### src/rtl/sdram_read_capture.sv
// SDRAM read-data capture: CAS/DQM latency alignment, a captured-word FIFO and a registered head.
// Optional running checksum of popped words is enabled by the READ_CAPTURE_CHECKSUM_EN macro.
module sdram_read_capture #(
  parameter int CAS_LATENCY = 2,
  parameter int FIFO_DEPTH  = 8
) (
  input  logic        clk,
  input  logic        rst_n,
  input  logic        cmd_ras,
  input  logic        cmd_cas,
  input  logic        cmd_we,
  input  logic [1:0]  cmd_bank,
  input  logic [12:0] cmd_addr,
  input  logic [1:0]  cmd_dqm,
  input  logic [15:0] dq_in,
  output logic        out_valid,
  input  logic        out_ready,
  output logic [15:0] out_data,
  output logic [1:0]  out_bank,
  output logic [9:0]  out_col,
  output logic [1:0]  out_lanes,
  output logic        overflow,
  input  logic        clear_ovf,
  output logic [1:0]  in_flight
`ifdef READ_CAPTURE_CHECKSUM_EN
  ,
  output logic [15:0] checksum
`endif
);

  localparam int PW = $clog2(FIFO_DEPTH);
  localparam int CW = PW + 1;

  typedef struct packed {
    logic       vld;
    logic [1:0] bank;
    logic [9:0] col;
    logic [1:0] lanes;
  } pipe_t;

  typedef struct packed {
    logic [15:0] data;
    logic [1:0]  bank;
    logic [9:0]  col;
    logic [1:0]  lanes;
  } entry_t;

  pipe_t   pipe_q [CAS_LATENCY];
  pipe_t   pipe_d [CAS_LATENCY];
  entry_t  mem_q  [FIFO_DEPTH];
  entry_t  mem_d  [FIFO_DEPTH];
  entry_t  head_q, head_d;
  entry_t  cap_entry;
  logic    out_valid_q, out_valid_d;
  logic    overflow_q, overflow_d;
  logic [1:0]    in_flight_q, in_flight_d;
  logic [PW-1:0] wr_ptr_q, wr_ptr_d, rd_ptr_q, rd_ptr_d;
  logic [CW-1:0] mem_cnt_q, mem_cnt_d, total_cnt;
  logic    rd_cmd, cap_vld, pop, full, push_ok, load;
  logic    unused_addr;

  // addr[10] is auto-precharge and addr[12:11] are row-only bits; neither affects capture.
  assign unused_addr = ^cmd_addr[12:10];

  assign rd_cmd    = !cmd_ras && cmd_cas && !cmd_we;
  assign cap_vld   = pipe_q[CAS_LATENCY-1].vld;
  assign pop       = out_valid_q && out_ready;
  assign total_cnt = mem_cnt_q + {{(CW-1){1'b0}}, out_valid_q};
  assign full      = (total_cnt == CW'(FIFO_DEPTH));
  assign push_ok   = cap_vld && (!full || pop);
  assign load      = (mem_cnt_q != '0) && (!out_valid_q || pop);

  always_comb begin
    cap_entry.bank  = pipe_q[CAS_LATENCY-1].bank;
    cap_entry.col   = pipe_q[CAS_LATENCY-1].col;
    cap_entry.lanes = pipe_q[CAS_LATENCY-1].lanes;
    cap_entry.data  = {cap_entry.lanes[1] ? dq_in[15:8] : 8'h00,
                       cap_entry.lanes[0] ? dq_in[7:0]  : 8'h00};
  end

  // DQM read latency is 2, so the lane mask joins the tag CAS_LATENCY-2 stages into the pipe.
  always_comb begin
    pipe_d[0] = '{vld: rd_cmd, bank: cmd_bank, col: cmd_addr[9:0], lanes: 2'b00};
    for (int i = 1; i < CAS_LATENCY; i++) pipe_d[i] = pipe_q[i-1];
    pipe_d[CAS_LATENCY-2].lanes = ~cmd_dqm;
  end

  always_comb begin
    mem_d     = mem_q;
    wr_ptr_d  = wr_ptr_q;
    rd_ptr_d  = rd_ptr_q;
    mem_cnt_d = mem_cnt_q;
    head_d    = head_q;
    out_valid_d = out_valid_q;
    if (push_ok) begin
      mem_d[wr_ptr_q] = cap_entry;
      wr_ptr_d = wr_ptr_q + PW'(1);
    end
    if (load) begin
      head_d      = mem_q[rd_ptr_q];
      rd_ptr_d    = rd_ptr_q + PW'(1);
      out_valid_d = 1'b1;
    end else if (pop) begin
      out_valid_d = 1'b0;
    end
    case ({push_ok, load})
      2'b10:   mem_cnt_d = mem_cnt_q + CW'(1);
      2'b01:   mem_cnt_d = mem_cnt_q - CW'(1);
      default: mem_cnt_d = mem_cnt_q;
    endcase
  end

  always_comb begin
    overflow_d = overflow_q;
    if (cap_vld && full && !pop) overflow_d = 1'b1;
    else if (clear_ovf)          overflow_d = 1'b0;
    in_flight_d = in_flight_q;
    if (rd_cmd && !cap_vld && in_flight_q != 2'd3)      in_flight_d = in_flight_q + 2'd1;
    else if (!rd_cmd && cap_vld && in_flight_q != 2'd0) in_flight_d = in_flight_q - 2'd1;
  end

  always_ff @(posedge clk) begin
    if (!rst_n) begin
      for (int i = 0; i < CAS_LATENCY; i++) pipe_q[i] <= '0;
      head_q      <= '0;
      out_valid_q <= 1'b0;
      wr_ptr_q    <= '0;
      rd_ptr_q    <= '0;
      mem_cnt_q   <= '0;
      overflow_q  <= 1'b0;
      in_flight_q <= 2'd0;
    end else begin
      for (int i = 0; i < CAS_LATENCY; i++) pipe_q[i] <= pipe_d[i];
      head_q      <= head_d;
      out_valid_q <= out_valid_d;
      wr_ptr_q    <= wr_ptr_d;
      rd_ptr_q    <= rd_ptr_d;
      mem_cnt_q   <= mem_cnt_d;
      overflow_q  <= overflow_d;
      in_flight_q <= in_flight_d;
    end
  end

  // Storage needs no reset: the pointers and count decide what is ever read.
  always_ff @(posedge clk) begin
    for (int i = 0; i < FIFO_DEPTH; i++) mem_q[i] <= mem_d[i];
  end

  assign out_valid = out_valid_q;
  assign out_data  = head_q.data;
  assign out_bank  = head_q.bank;
  assign out_col   = head_q.col;
  assign out_lanes = head_q.lanes;
  assign overflow  = overflow_q;
  assign in_flight = in_flight_q;

`ifdef READ_CAPTURE_CHECKSUM_EN
  logic [15:0] checksum_q, checksum_d;

  always_comb begin
    checksum_d = checksum_q;
    if (pop) checksum_d = {checksum_q[14:0], checksum_q[15]} ^ head_q.data;
  end

  always_ff @(posedge clk) begin
    if (!rst_n) checksum_q <= 16'h0000;
    else        checksum_q <= checksum_d;
  end

  assign checksum = checksum_q;
`endif

endmodule

### config.mk
export PLATFORM = sky130hd
export DESIGN_NAME = sdram_read_capture
export DESIGN_NICKNAME = d
export VERILOG_FILES = /design/src/rtl/sdram_read_capture.sv
export SDC_FILE = /design/constraint.sdc
export NUM_CORES = 1
export LEC_CHECK = 0
export CELL_PAD_IN_SITES_DETAIL_PLACEMENT = 1
export CELL_PAD_IN_SITES_GLOBAL_PLACEMENT = 1
export CORE_MARGIN = 2
export CORE_UTILIZATION = 50
export DETAILED_ROUTE_END_ITERATION = 12
export PLACE_DENSITY_LB_ADDON = 0.1
export SLEW_MARGIN = 20
export SYNTH_ARGS = -nofsm -noshare
export SYNTH_HDL_FRONTEND = slang
export SYNTH_SLANG_ARGS = --single-unit
export TNS_END_PERCENT = 50
### constraint.sdc
create_clock -name clk -period 5.5 [get_ports clk]
set_clock_uncertainty 0.2 [all_clocks]
set_input_delay 0.825 -clock clk [delete_from_list [all_inputs] [get_ports clk]]
set_output_delay 0.825 -clock clk [all_outputs]
set_load 0.005 [all_outputs]
# [Word-level counts from Yosys, hierarchy flattened]
# Memory sizes are Yosys's and may differ from the RTL's.
# Cells that the tools add are included.
[op_classes] reduce_logical=27 magnitude_cmp=3 n_eq_ne=4 bitwise=5 mux=19 n_addsub=7
[op_table] cell="240-bit bitwise mux" n=1
[op_table] cell="30-bit binary-select mux with 3-bit select" n=1
[op_table] cell="30-bit demux with 3-bit select" n=1
[op_table] cell="30-bit two-way mux" n=3
[op_table] cell="15-bit two-way mux" n=2
[op_table] cell="8-bit two-way mux" n=2
[op_table] cell="1-bit logical AND" n=12
[op_table] cell="2-bit nonzero test" n=5
[op_table] cell="4-bit >= comparator (second input constant)" n=2
[op_table] cell="3-bit NOT with 4-bit output" n=2
[op_table] cell="4-bit one-hot mux with 2 select lines" n=1
[op_table] cell="1-bit zero test" n=7
[op_table] cell="3-bit by 1-bit adder with 3-bit output (second input constant)" n=2
[op_table] cell="1-bit two-way mux" n=6
[op_table] cell="4-bit by 1-bit adder with 4-bit output" n=1
[op_table] cell="4-bit by 1-bit adder with 4-bit output (second input constant)" n=1
[op_table] cell="4-bit equality test (second input constant)" n=1
[op_table] cell="4-bit by 1-bit less-than comparator with 1-bit output (second input constant)" n=1
[op_table] cell="2-bit two-way mux" n=2
[op_table] cell="4-bit nonzero test" n=1
[op_table] cell="4-bit by 1-bit subtractor with 4-bit output (second input constant)" n=1
[op_table] cell="2-bit by 1-bit adder with 2-bit output (second input constant)" n=1
[op_table] cell="2-bit by 1-bit equality test with 1-bit output (second input constant)" n=1
[op_table] cell="2-bit equality test (second input constant)" n=1
[op_table] cell="5 further kinds" n=7
[word_totals] ram_bits=30 regBits=284 elab_cells=108 mem_count=1 in_bits=40 out_inout_bits=34
[mem_list] memory="pipe_q" words=2 word_bits=15 rd=2 rd_clocked_by_memory_dff=0 wr=2 line="48" text="pipe_t pipe_q [CAS_LATENCY];"

# [Logic depth before layout (Yosys ltp)]
[logic_depth] depth_word=8 ltp_mapped=12 mapped_depth_nobuf=12

# [Worst setup path before layout]
# No wires, ideal clock.
[synth_path] path_kind="input port to flip-flop" from="input port out_ready" to="register, netlist name mem_q[150]" slack_ns=0.802 n_path_buf=0 setup_ns=0.493 arrival_time_ns=4.006 t_required_ns=4.807 path_stages=4 cell_sequence="a211oi_1 nand2_1 nor2_1 nor4_1"
[synth_via] elab_chain_len=3
[synth_rtl] item="from (decl)" line="17" text="input logic out_ready,"
[synth_rtl] item="1-bit logical AND" line="67" text="assign pop = out_valid_q && out_ready;"
[synth_rtl] item="1-bit logical OR" line="70" text="assign push_ok = cap_vld && (!full || pop);"
[synth_rtl] item="1-bit logical AND" line="70"
# No other way between the ends.
# A chain may end at the register's enable or synchronous reset.

# [Worst setup path after layout]
[layout_path] from="register mem_cnt_q[0]" to="register mem_cnt_q[2]"
[layout_via] elab_chain_len=7 word_cells_on_any_way=13 classes_between="add/sub: 3; eq/ne: 3; mux: 1; reduce/logical: 6"
[layout_rtl] item="from (decl)" line="58" text="logic [CW-1:0] mem_cnt_q, mem_cnt_d, total_cnt;"
[layout_rtl] item="from (signal assigned)" line="138" text="mem_cnt_q <= mem_cnt_d;"
[layout_rtl] item="4-bit by 1-bit adder with 4-bit output" line="68" text="assign total_cnt = mem_cnt_q + {{(CW-1){1'b0}}, out_valid_q};"
[layout_rtl] item="4-bit equality test" line="69" text="assign full = (total_cnt == CW'(FIFO_DEPTH));"
[layout_rtl] item="1-bit zero test" line="70"
[layout_rtl] item="1-bit logical OR" line="70"
[layout_rtl] item="1-bit logical AND" line="70"
[layout_rtl] item="2-bit by 1-bit equality test with 1-bit output / 2-bit equality test (equally long branches)" line="106" text="case ({push_ok, load})"
[layout_rtl] item="4-bit one-hot mux with 2 select lines / 2-bit nonzero test (equally long branches)"
# Parallel ways exist; a longest one is shown, timed or not.

==> results.json <==
{
  "run_status": "finished clean",
  "worstPathRequired_ns": 5.72,
  "dp.cells": 1022,
  "io_buffers": 70,
  "cts_root_buf": "clkbuf_16",
  "viasPerCell": 5.634,
  "synth-seq-cells": 314,
  "cp_max_fo": 6,
  "fillCellCount": 1992,
  "syn_inst": 664,
  "power_density_nw_per_um2": 457.4,
  "fin_ws_ns": 1.946,
  "slew_headroom": 0.2859,
  "htree_levels": 2,
  "die_x_um": 156.8,
  "grt_overflow": 0,
  "path_clk_slew_ns": 0.06,
  "drt_drc_violations_left": 0,
  "critPathCaptureType": "flop",
  "first_pass_iters": 4,
  "place_hpwl_um": 13660,
  "period_share": 0.6462,
  "p_leak_nw": 4.615,
  "pre_cts_ws_ns": 1.511,
  "insertion_delay_ns": 0.50,
  "final_common_cell": "edfxtp_1",
  "drive_above_1_share": 0.1915,
  "wl_met2_um": 12650,
  "vias": 6118,
  "synth_cell_type_count": 37,
  "drt-wirelength-per-cell_um": 22.74,
  "die_y_um": 156.8,
  "max_slew.worst_pin.slew_ns": 1.062,
  "hp-class": "flop to flop",
  "drt-total-wl_um": 24700,
  "synth_edf_count": 240,
  "hold_buffers": 0,
  "rsz0062_at_grt": "false",
  "areaGrowthSynthToFinish_pct": 18.70,
  "worstSetupStartpointType": "flop",
  "coreArea_um2": 22780,
  "grt_max_degree": 69,
  "io-pin-count": 74,
  "cap_viol_max_count": 0,
  "synth-main-ff-cell": "edfxtp_1",
  "most-common-layout-cells": "edfxtp_1, nand2_1, dfxtp_1, clkdlybuf4s50_1, mux4_2",
  "max-vdd-ir-drop_mv": 0.3736,
  "grt_usage": 0.2126,
  "path_cells": "ha_1 > ha_1 > a211oi_1 > nand2_1 > o21ai_0 > ha_1 > xor2_1 > ha_1 > a21oi_1 > xor2_1 > or3_1 > a21oi_1",
  "max_stage_delay_ns": 0.54,
  "numCtsBuffers": 34,
  "wl_met3_um": 1086,
  "cts_tree": "built",
  "yosysWarningCount": 0,
  "finalSetupViolations": 0,
  "drt-initial-drc-count": 288,
  "hold_viol": 0,
  "path_class": "flop to flop",
  "cp.arrival_ns": 3.78,
  "ctsResizeCount": 0,
  "nets": 794,
  "placed_area_um2": 12710,
  "postLayoutCellArea_um2": 13850,
  "period_needed_ns": 3.554,
  "clkSinkCount": 314,
  "async_flop_share": 0,
  "crit_top_cell": "ha_1",
  "grt_pass1_wl_um": 39030,
  "postCtsSetupBuffers": 0,
  "antenna_found_initial": 0,
  "drt-met1-wl_um": 10420,
  "rows": 55,
  "final_max_slew_viol_count": 0,
  "avgSynthCellArea_um2": 17.57,
  "fin_cells": 1086,
  "cpMaxStageDelayCell": "o21ai_0",
  "diodes": 0,
  "ant_nets": 0,
  "ys_seq_area_frac": 0.7447,
  "clock_path_buffers": 3,
  "syn-num-nets": 711,
  "gp_congestion": 0.7079,
  "die-area_um2": 24570,
  "tns_ns": 0,
  "grt_pass1_vias": 6860,
  "timing.fmax_mhz": 281.4,
  "initial_utilization": 0.5122,
  "syn_area_um2": 11670,
  "highest_layer": "met4"
}
## power by group
part / switching [W] / leakage, nW / internal, W
logic: 0.000572 / 1.26 / 0.000672
registers: 0.000214 / 2.83 / 0.00268
clock network: 0.000901 / 0.526 / 0.00130
## routing by layer
layer	vias to the layer above	GRT usage
met5	-	0
met3	35	0.03406
met1	3207	0.2789
met4	0	0.06422
met2	135	0.3676
li1	2741	-
## critical path, delay by kind of cell (launching register included)
kind                       cells  cell delay [ns]
AOI/OAI and AO/OA              4             1.09
and+or+nand+nor                2             0.49
xor gates and xnor gates       2             0.22
adders and majority gates      4             1.04
DFF                            1             0.45
## Yosys cell counts, drive strengths merged (2+ instances only)
cell	number	share of area
edfxtp	240	0.62
dfxtp	74	0.13
nand2	72	0.023
mux4	60	0.12
and2	44	0.024
o21ai	36	0.016
a31oi	32	0.017
clkbuf	23	0.0074
buf	16	0.011
nor2	11	0.0035
ha	7	0.0075
mux2i	6	0.0051
a21oi	5	0.0025
nor3	5	0.0021
xor2	5	0.0038
nand2b	4	0.0021
nand3	4	0.0017
inv	3	0.00097
nor4	3	0.0016
a21o	2	0.0013
or3b	2	0.0015
xnor2	2	0.0021
## state kept, by name, indices dropped and copies added, names as in the netlist, 3 cells and up
signal / count
mem_q: 240
pipe_q: 30
out_data: 16
out_col: 10
mem_cnt_q: 4
rd_ptr_q: 3
wr_ptr_q: 3
## through the flow
| step | hold slack, ns | total power [W] | utilization |
|---|---|---|---|
| after floorplan | 0.2119 | 0.003797 | - |
| after CTS | 0.2360 | 0.006417 | 0.6059 |
| final | 0.2334 | 0.006335 | 0.6080 |
| after global placement | 0.2142 | 0.004134 | 0.5577 |
| after detailed placement | 0.2230 | 0.004204 | 0.5581 |
| after global routing | 0.2486 | 0.006629 | 0.6080 |
## path summary, 6_finish.rpt
path | startpoint | endpoint | slack [ns] | cells past startpoint
setup / recovery | mem_cnt_q[0] | mem_cnt_q[2] | 1.95 | 12
hold reg to reg | pipe_q[0][1] | pipe_q[0][16] | 0.23 | 1
setup reg to reg | mem_cnt_q[0] | mem_cnt_q[2] | 1.95 | 12
hold / removal | pipe_q[0][1] | pipe_q[0][16] | 0.23 | 1
## logic make-up (layout without fill, tap and decap cells)
logic type | count (synthesis) | count (layout) | share of synthesized area
flops | 314 | 314 | 0.7447
simple gates | 149 | 149 | 0.06241
mux | 67 | 67 | 0.1219
compound gates | 78 | 78 | 0.03871
fa+ha+maj | 7 | 7 | 0.007506
xor+xnor | 7 | 7 | 0.005898
buf+inv | 42 | 151 | 0.01887
## area by class of cell
class                           instances  area (um2)  area share
Sequential cell                       314        8693      0.6277
Tap cell                              313       391.6     0.02828
Multi-Input combinational cell        308        2815      0.2033
Inverter                                3       11.26   0.0008131
Clock inverter                         15       116.4    0.008402
Clock buffer                           47       973.4     0.07029
Timing Repair Buffer                   86       848.3     0.06125
(Power assumes the default switching activity.)
